[config.mk]
export PLATFORM = sky130hd
export DESIGN_NAME = shadow_reg_restore_unit
export DESIGN_NICKNAME = d
export VERILOG_FILES = /design/src/rtl/shadow_reg_restore_unit.sv
export SDC_FILE = /design/constraint.sdc
export NUM_CORES = 1
export LEC_CHECK = 0
export BUFFER_PORTS_ARGS = -buffer_cell sky130_fd_sc_hd__buf_2
export CELL_PAD_IN_SITES_DETAIL_PLACEMENT = 1
export CELL_PAD_IN_SITES_GLOBAL_PLACEMENT = 2
export CORE_MARGIN = 4
export CORE_UTILIZATION = 31
export CTS_BUF_LIST = sky130_fd_sc_hd__clkbuf_16
export DETAILED_ROUTE_END_ITERATION = 16
export PLACE_DENSITY_LB_ADDON = 0.25
export SLEW_MARGIN = 20
export SYNTH_ARGS = -nofsm -noshare
export SYNTH_HDL_FRONTEND = slang
export SYNTH_SLANG_ARGS = --single-unit
[constraint.sdc]
create_clock -name clk_i -period 2.8 [get_ports clk_i]
set_input_delay 0.14 -clock clk_i [delete_from_list [all_inputs] [get_ports clk_i]]
set_output_delay 0.14 -clock clk_i [all_outputs]
set_load 0.05 [all_outputs]
[src/rtl/shadow_reg_restore_unit.sv]
// Shadow register frame restore: reloads mepc and x1..x31 from the shadow
// stack on MRET, one dcache load at a time, through a dedicated rf write port.
module shadow_reg_restore_unit #(
  parameter int DATA_WIDTH  = 64,
  parameter int ADDR_WIDTH  = 5,
  parameter int FRAME_WORDS = 33
) (
  input  logic                  clk_i,
  input  logic                  rst_ni,
  input  logic                  restore_i,
  input  logic [DATA_WIDTH-1:0] frame_base_i,
  input  logic [4:0]            save_level_i,
  output logic                  busy_o,
  output logic                  done_o,
  output logic                  level_dec_o,
  output logic [DATA_WIDTH-1:0] mepc_o,
  output logic                  mepc_valid_o,
  output logic                  mem_req_o,
  output logic [DATA_WIDTH-1:0] mem_addr_o,
  input  logic                  mem_gnt_i,
  input  logic                  mem_rvalid_i,
  input  logic [DATA_WIDTH-1:0] mem_rdata_i,
  output logic                  rf_we_o,
  output logic [ADDR_WIDTH-1:0] rf_waddr_o,
  output logic [DATA_WIDTH-1:0] rf_wdata_o
);

  localparam int IW    = $clog2(FRAME_WORDS + 1);
  localparam int BYTES = DATA_WIDTH / 8;
  localparam int BSH   = $clog2(BYTES);

  localparam logic [IW-1:0] LAST = IW'(FRAME_WORDS);
  localparam logic [DATA_WIDTH-1:0] SP_OFF =
    DATA_WIDTH'(FRAME_WORDS * BYTES);

  typedef enum logic [2:0] {
    IDLE, REQ, WAIT, WR_SP, DONE
  } state_e;

  state_e                  state_q, state_d;
  logic [IW-1:0]           idx_q, idx_d, idx_nxt;
  logic [DATA_WIDTH-1:0]   base_q, base_d;
  logic [DATA_WIDTH-1:0]   mepc_q, mepc_d;
  logic                    mepc_vld_q, mepc_vld_d;
  logic                    we_q, we_d;
  logic [ADDR_WIDTH-1:0]   waddr_q, waddr_d;
  logic [DATA_WIDTH-1:0]   wdata_q, wdata_d;
  logic                    done_q, done_d;

  // mcause (w1) is never reloaded and x2 (w3) comes from the frame base
  always_comb begin
    idx_nxt = idx_q + IW'(1);
    if (idx_q == IW'(0)) begin
      idx_nxt = IW'(2);
    end else if (idx_q == IW'(2)) begin
      idx_nxt = IW'(4);
    end
  end

  always_comb begin
    state_d    = state_q;
    idx_d      = idx_q;
    base_d     = base_q;
    mepc_d     = mepc_q;
    mepc_vld_d = mepc_vld_q;
    we_d       = 1'b0;
    waddr_d    = waddr_q;
    wdata_d    = wdata_q;
    done_d     = 1'b0;
    unique case (state_q)
      IDLE: begin
        if (restore_i && save_level_i != '0) begin
          base_d     = frame_base_i;
          idx_d      = '0;
          mepc_vld_d = 1'b0;
          state_d    = REQ;
        end
      end
      REQ: begin
        if (mem_gnt_i) begin
          state_d = WAIT;
        end
      end
      WAIT: begin
        if (mem_rvalid_i) begin
          if (idx_q == IW'(0)) begin
            mepc_d     = mem_rdata_i;
            mepc_vld_d = 1'b1;
          end
          if (idx_q >= IW'(2)) begin
            we_d    = 1'b1;
            waddr_d = ADDR_WIDTH'(idx_q - IW'(1));
            wdata_d = mem_rdata_i;
          end
          idx_d   = idx_nxt;
          state_d = (idx_nxt < LAST) ? REQ : WR_SP;
        end
      end
      WR_SP: begin
        we_d    = 1'b1;
        waddr_d = ADDR_WIDTH'(2);
        wdata_d = base_q + SP_OFF;
        state_d = DONE;
      end
      DONE: begin
        done_d  = 1'b1;
        state_d = IDLE;
      end
      default: state_d = IDLE;
    endcase
  end

  always_ff @(posedge clk_i or negedge rst_ni) begin
    if (!rst_ni) begin
      state_q    <= IDLE;
      idx_q      <= '0;
      base_q     <= '0;
      mepc_q     <= '0;
      mepc_vld_q <= 1'b0;
      we_q       <= 1'b0;
      waddr_q    <= '0;
      wdata_q    <= '0;
      done_q     <= 1'b0;
    end else begin
      state_q    <= state_d;
      idx_q      <= idx_d;
      base_q     <= base_d;
      mepc_q     <= mepc_d;
      mepc_vld_q <= mepc_vld_d;
      we_q       <= we_d;
      waddr_q    <= waddr_d;
      wdata_q    <= wdata_d;
      done_q     <= done_d;
    end
  end

  assign busy_o       = (state_q != IDLE);
  assign done_o       = done_q;
  assign level_dec_o  = done_q;
  assign mepc_o       = mepc_q;
  assign mepc_valid_o = mepc_vld_q;
  assign mem_req_o    = (state_q == REQ);
  assign mem_addr_o   = base_q + (DATA_WIDTH'(idx_q) << BSH);
  assign rf_we_o      = we_q;
  assign rf_waddr_o   = waddr_q;
  assign rf_wdata_o   = wdata_q;

endmodule

==> impl_metrics.env, run 1 <==
export IMPL_worstSetupEndpointType="output port"
export IMPL_path_clk_slew_ns=0.06
export IMPL_firstDrtPassIters=4
export IMPL_grtUsageTotal_pct=24.2
export IMPL_syn2layout_area_growth_pct=57.1
export IMPL_ir_drop_uv=813
export IMPL_whs_ns=0.0357
export IMPL_fill_cells=4064
export IMPL_async_flop_share_pct=100
export IMPL_relSlewSlack_pct=56.5
export IMPL_regArea_um2=5250
export IMPL_dp_cells=2011
export IMPL_gp_congestion=0.905
export IMPL_violations="setup timing"
export IMPL_syn_area_um2=11200
export IMPL_critPathRequiredTime_ns=2.66
export IMPL_final_cells=2213
export IMPL_ios=341
export IMPL_max_freq_mhz=340
export IMPL_syn_nets=1337
export IMPL_core_um2=35700
export IMPL_post_route_min_period_ns=2.94
export IMPL_routed_wl_um=48900
export IMPL_place_area_um2=14500
export IMPL_rows=69
export IMPL_synth_warnings=0
export IMPL_drtAntennaViolNets=0
export IMPL_status="complete, but fails checks"
export IMPL_ys_seq_area_share_pct=46.6
export IMPL_drt_iter0_markers=597
export IMPL_yosysMostFrequentCell="nand2_1"
export IMPL_critPathMaxFanout=5
export IMPL_place_ws_ns=-0.0723
export IMPL_wl_per_cell_um=22.1
export IMPL_synthTopCellsByArea="dfrtp_1 (47%), nand2_1 (9.2%), mux2_2 (6.4%)"
export IMPL_cp_slowest_cell="dfrtp_1"
export IMPL_multiInputGateArea_um2=6350
export IMPL_post_route_util_pct=49.5
export IMPL_grt_max_degree=78
export IMPL_powerDensity_nw_per_um2=1290
export IMPL_grt_first_pass_wirelength_um=73900
export IMPL_min_period_over_period_pct=105
export IMPL_crit_buf_inv=2
export IMPL_path_cells="ha_2 -> fa_2 -> a211oi_4 -> o21ai_2 -> and2_4 -> buf_6 -> nand3_4 -> nor2_2 -> xor2_2 -> buf_12"
export IMPL_rsz0062_at_grt="true"
export IMPL_yosysTopAreaCell="dfrtp_1"
export IMPL_cts_buffers=25
export IMPL_vias_per_cell=5.04
export IMPL_drv_slew=0
export IMPL_cts_tree="done"
export IMPL_hold_viol=0
export IMPL_htreeDepth=1
export IMPL_grt_pass1_vias=12000
export IMPL_die_h_um=198
export IMPL_postSynthAreaPerCell_um2=9.46
export IMPL_crit_family="adder cells"
export IMPL_die_area_um2=39300
export IMPL_initial_core_util_pct=31.5
export IMPL_synth_edf_count=0
export IMPL_synthFlopType="dfrtp_1"
export IMPL_ys_ff_latch=209
export IMPL_die_w_um=198
export IMPL_hold_class="in2reg"
export IMPL_crit_path_start_kind="flip-flop"
export IMPL_max_cap_viol_count=0
export IMPL_synth_cell_types=67
export IMPL_skew_ns=0.0128
export IMPL_root_buffer="clkbuf_16"
export IMPL_synth_commonest_cells="nand2_1 (276), dfrtp_1 (209), xnor2_1 (66)"
export IMPL_via_count=11100
export IMPL_path_class="reg2out"
export IMPL_antenna_found_initial=4
export IMPL_tightest_slew_ns=0.652
export IMPL_drc=0
export IMPL_drive_gt1_share_pct=40.9
export IMPL_grt_overflow=0
export IMPL_cts_sinks=209
export IMPL_setup_violations=29
export IMPL_post_synth_top_area_fraction_pct=46.6
export IMPL_io_buffers=340
export IMPL_clockBufferDepth=3
export IMPL_fin_nets=1885
export IMPL_post_route_worst_setup_slack_ns=-0.138
export IMPL_insertion_delay_ns=0.53
export IMPL_leakagePower_nw=8.30
export IMPL_dp_hpwl_um=35900
export IMPL_synthCells=1187
export IMPL_max_stage_delay_ns=0.38
export IMPL_design_area_um2=17600
export IMPL_arrival_ns=2.80
==> worst paths after layout <==
| path | slack, ns | to | depth (start not counted) | startpoint |
|---|---|---|---|---|
| setup / recovery | -0.14 | mem_addr_o[37] | 10 | base_q[3] |
| hold / removal | 0.04 | state_q[1] | 3 | mem_rvalid_i |
| setup reg to reg | 0.10 | rf_wdata_o[39] | 11 | base_q[3] |
| hold reg to reg | 0.50 | rf_wdata_o[0] | 2 | rf_wdata_o[0] |
| max in group asynchronous | 1.76 | done_o | 3 | rst_ni |
| min in group asynchronous | 0.21 | base_q[2] | 2 | rst_ni |
==> cell usage in the layout (no fill, tap or decap), types with 10 or more instances in the layout <==
cell type	synthesis	final
a21oi_1	47	46
a22oi_1	18	18
and3_1	40	40
buf_12	0	34
buf_2	32	284
buf_4	4	123
buf_6	7	27
clkbuf_16	0	27
dfrtp_1	209	195
dfrtp_2	0	14
dlygate4sd3_1	0	130
inv_1	12	19
mux2_2	64	64
nand2_1	276	272
nand3_1	39	31
nand4_1	28	28
nor2_1	59	47
nor3_1	29	16
nor3_2	6	11
o21ai_0	38	34
o22ai_1	16	16
xnor2_1	66	55
xnor2_2	0	10
xor2_1	53	24
xor2_2	0	28
==> metrics by stage <==
stage,setup TNS [ns],power [mW]
after floorplan,0,14.4
after global placement,-0.0765,18.9
after detailed placement,-0.325,19.1
after CTS,-3.09,22.7
after global routing,-8.29,23.9
final,-1.91,22.8
==> per-layer routing <==
metal / vias up / routed length (um) / GRT usage (%)
met4: 4 / 1330 / 6.32
met3: 77 / 2640 / 4.34
met2: 306 / 24400 / 41.9
met1: 5606 / 20600 / 31.4
met5: - / 26 / 0
li1: 5153 / - / -
==> cells by family (layout without fill, tap and decap cells) <==
family                     count (synthesis)  after routing  share of synthesized area, %
AOI/OAI and AO/OA                        158            158                          8.81
xor gates and xnor gates                 119            119                          9.28
adders and majority gates                 12             12                          1.40
buffers and inverters                     95            659                          4.45
DFF                                      209            209                          46.6
muxes                                     64             64                          6.42
other                                      0              1                             0
and+or+nand+nor                          530            530                          23.1
==> tightest hold or removal path, stage by stage <==
cell     delay [ns]
buf_2          0.14
o21ai_0        0.08
a22o_1         0.15
==> power breakdown <==
group / switching [mW] / total, mW / internal, mW
registers: 1.22 / 5.71 / 4.49
logic: 9.55 / 14.1 / 4.59
clock network: 1.30 / 2.90 / 1.60
total: 12.1 / 22.8 / 10.7
==> flip-flops by register name, summed over array words and instances, names as in the netlist <==
signal	count
mepc_valid_o	1
base_q	64
idx_q	6
rf_we_o	1
mepc_o	64
state_q	3
done_o	1
rf_waddr_o	5
rf_wdata_o	64
==> repair_timing <==
action / 4_1_cts / 5_1_grt
setup buffers: 21 / 13
hold buffers: 130 / 0
gates resized for setup: 139 / 53
pin swaps: 46 / 30
endpoints found under the setup margin: 55 / 57
hold endpoints to repair: 266 / 0
==> cell type report <==
| type | instances | area share [%] |
|---|---|---|
| diodes | 1 | 0.0142 |
| inverters | 14 | 0.298 |
| repair buffers | 602 | 26.7 |
| multi-input cells | 883 | 36.0 |
| flip-flops and latches | 209 | 29.8 |
| clock inverters | 18 | 0.454 |
| clock buffers | 25 | 3.55 |
| well taps | 461 | 3.27 |
(Power assumes the default switching activity.)
==> run 2: changes to the inputs <==
clock period = 2.9 ns   (was 2.8 ns; I/O delays follow)
==> run 2 against run 1 <==
The run still ends with setup timing left. Register-to-register slack gained 0.08 ns. Cell area shrank 1.2%. Worst hold slack gained 0.11 ns. First-iteration DRC count shrank 13%. Final cell count shrank 1.1%. Largest cell class unchanged. Highest routed layer is now met4.
==> impl_metrics.env, run 2 (same netlist as run 1, synthesis figures left out) <==
export IMPL_gp_congestion=0.871
export IMPL_crit_family="adder cells"
export IMPL_cp_slowest_cell="dfrtp_1"
export IMPL_crit_buf_inv=1
export IMPL_max_freq_mhz=336
export IMPL_leakagePower_nw=8.17
export IMPL_cts_tree="done"
export IMPL_die_area_um2=39300
export IMPL_insertion_delay_ns=0.53
export IMPL_max_stage_delay_ns=0.39
export IMPL_arrival_ns=2.83
export IMPL_min_period_over_period_pct=102
export IMPL_antenna_found_initial=1
export IMPL_fin_nets=1859
export IMPL_path_class="reg2out"
export IMPL_clockBufferDepth=3
export IMPL_ff2ff_path_depth=9
export IMPL_wl_per_cell_um=21.9
export IMPL_skew_ns=0.00868
export IMPL_violations="setup timing"
export IMPL_path_clk_slew_ns=0.06
export IMPL_final_common_cell="buf_2"
export IMPL_tightest_slew_ns=0.684
export IMPL_root_buffer="clkbuf_16"
export IMPL_rsz0062_at_grt="true"
export IMPL_switchingPower_mw=11.6
export IMPL_io_buffers=340
export IMPL_grtUsageTotal_pct=23.5
export IMPL_grt_pass1_vias=11800
export IMPL_worstSetupEndpointType="output port"
export IMPL_vias_per_cell=5.00
export IMPL_path_cells="ha_2 -> fa_2 -> a211oi_4 -> o21ai_2 -> and2_4 -> nand3_2 -> nor2_1 -> xor2_1 -> buf_12"
export IMPL_drtAntennaViolNets=0
export IMPL_pwr_share_seq_pct=25.2
export IMPL_rows=69
export IMPL_crit_path_start_kind="flip-flop"
export IMPL_die_h_um=198
export IMPL_p_clk_share_pct=15.4
export IMPL_cts_sinks=209
export IMPL_cp_startpoint="base_q[3]"
export IMPL_setup_violations=13
export IMPL_ios=341
export IMPL_fin_setup_tns_ns=-0.371
export IMPL_max_cap_viol_count=0
export IMPL_firstDrtPassIters=5
export IMPL_critPathRequiredTime_ns=2.76
export IMPL_drv_slew=0
export IMPL_cts_buffers=26
export IMPL_drc=0
export IMPL_powerDensity_nw_per_um2=1280
export IMPL_rrSetupSlack_ns=0.18
export IMPL_critPathMaxFanout=6
export IMPL_post_route_min_period_ns=2.97
export IMPL_drt_iter0_markers=519
export IMPL_pwr_share_comb_pct=59.4
export IMPL_sw_frac_of_total_pct=52.1
export IMPL_syn2layout_area_growth_pct=55.2
export IMPL_drive_gt1_share_pct=39.5
export IMPL_routed_wl_um=48000
export IMPL_mostFrequentLayoutCells="buf_2 (292), nand2_1 (271), dfrtp_1 (194), dlygate4sd3_1 (131), buf_4 (94)"
export IMPL_htreeDepth=1
export IMPL_relSlewSlack_pct=54.3
export IMPL_crit_path_end="mem_addr_o[43]"
export IMPL_die_w_um=198
export IMPL_core_um2=35700
export IMPL_regToRegStartpoint="base_q[3]"
export IMPL_grt_overflow=0
export IMPL_dp_hpwl_um=35100
export IMPL_via_count=10900
export IMPL_initial_core_util_pct=31.5
export IMPL_num_antenna_cells=0
export IMPL_status="complete, but fails checks"
export IMPL_grt_max_degree=93
export IMPL_post_route_worst_setup_slack_ns=-0.0719
export IMPL_p_int_mw=10.7
export IMPL_grt_first_pass_wirelength_um=71900
export IMPL_cp_num_cells=9
export IMPL_hold_class="in2async"
export IMPL_whs_ns=0.142
export IMPL_reg2reg_to="rf_wdata_o[41]"
export IMPL_hold_viol=0
export IMPL_ir_drop_uv=608
-- run 2: metal layers --
| metal | track usage (%) | part of all wire, % | wire (um) | vias up |
|---|---|---|---|---|
| met5 | 0 | 0 | 0 | - |
| met4 | 6.40 | 2.8 | 1360 | 0 |
| met3 | 3.34 | 4.5 | 2160 | 74 |
| met2 | 40.6 | 50 | 23800 | 276 |
| met1 | 30.8 | 43 | 20600 | 5475 |
| li1 | - | - | - | 5109 |
-- run 2: power groups by stage --
| stage | Sequential (mW) | Clock (mW) | Combinational, mW |
|---|---|---|---|
| after floorplan | 8.40 | 0 | 5.48 |
| after global placement | 5.49 | 0 | 12.5 |
| after detailed placement | 5.57 | 0 | 12.6 |
| after CTS | 5.56 | 3.52 | 13.1 |
| after global routing | 5.83 | 3.64 | 14.0 |
| final | 5.63 | 3.43 | 13.3 |
-- run 2: what timing repair did --
item                                    4_1_cts  5_1_grt
pin swaps                                    21       21
setup buffers                                16       12
gates resized for setup                      80       96
endpoints found under the hold margin       256        0
hold buffers                                131        0
endpoints found under the setup margin       54       46
-- run 2: layout make-up --
class | count | area [um^2]
Sequential cell | 209 | 5250
Clock inverter | 19 | 215
Fill cell | 4016 | 18200
Inverter | 14 | 52.6
Clock buffer | 27 | 676
Tap cell | 461 | 577
Multi-Input combinational cell | 883 | 6210
Timing Repair Buffer | 575 | 4450
-- run 2: worst reg2reg max path, delay by kind of cell, from the launching register on --
kind                     cells  cell delay, ns
AND/OR/NAND/NOR              3            1.05
flip-flops                   1            0.36
AO/OA/AOI/OAI                2            0.35
adder cells (fa/ha/maj)      1            0.28
buffers and inverters        2            0.22
XOR/XNOR                     1            0.33
-- run 2: per-stage QoR --
stage / power (mW) / utilization [%] / cells / setup WS (ns) / area [um^2]
2_1_floorplan: 13.9 / - / 1187 / 0.00614 / 11300
3_3_place_gp: 17.9 / 39.9 / 1983 / 0.0209 / 14200
3_5_place_dp: 18.1 / 39.9 / 1983 / -0.000738 / 14200
4_1_cts: 22.2 / 47.4 / 2176 / -0.130 / 16900
5_1_grt: 23.5 / 48.9 / 2188 / -0.162 / 17400
6_report: 22.3 / 48.9 / 2188 / -0.0719 / 17400
-- run 2: how the worst min path moves through the flow --
stage / start / endpoint / depth (start not counted)
floorplan: rst_ni / base_q[0] / 0
global placement: rst_ni / mepc_o[1] / 1
detailed placement: rst_ni / mepc_o[1] / 1
CTS: rst_ni / rf_we_o / 2
global route: rst_ni / rf_we_o / 2
finish: rst_ni / rf_we_o / 2
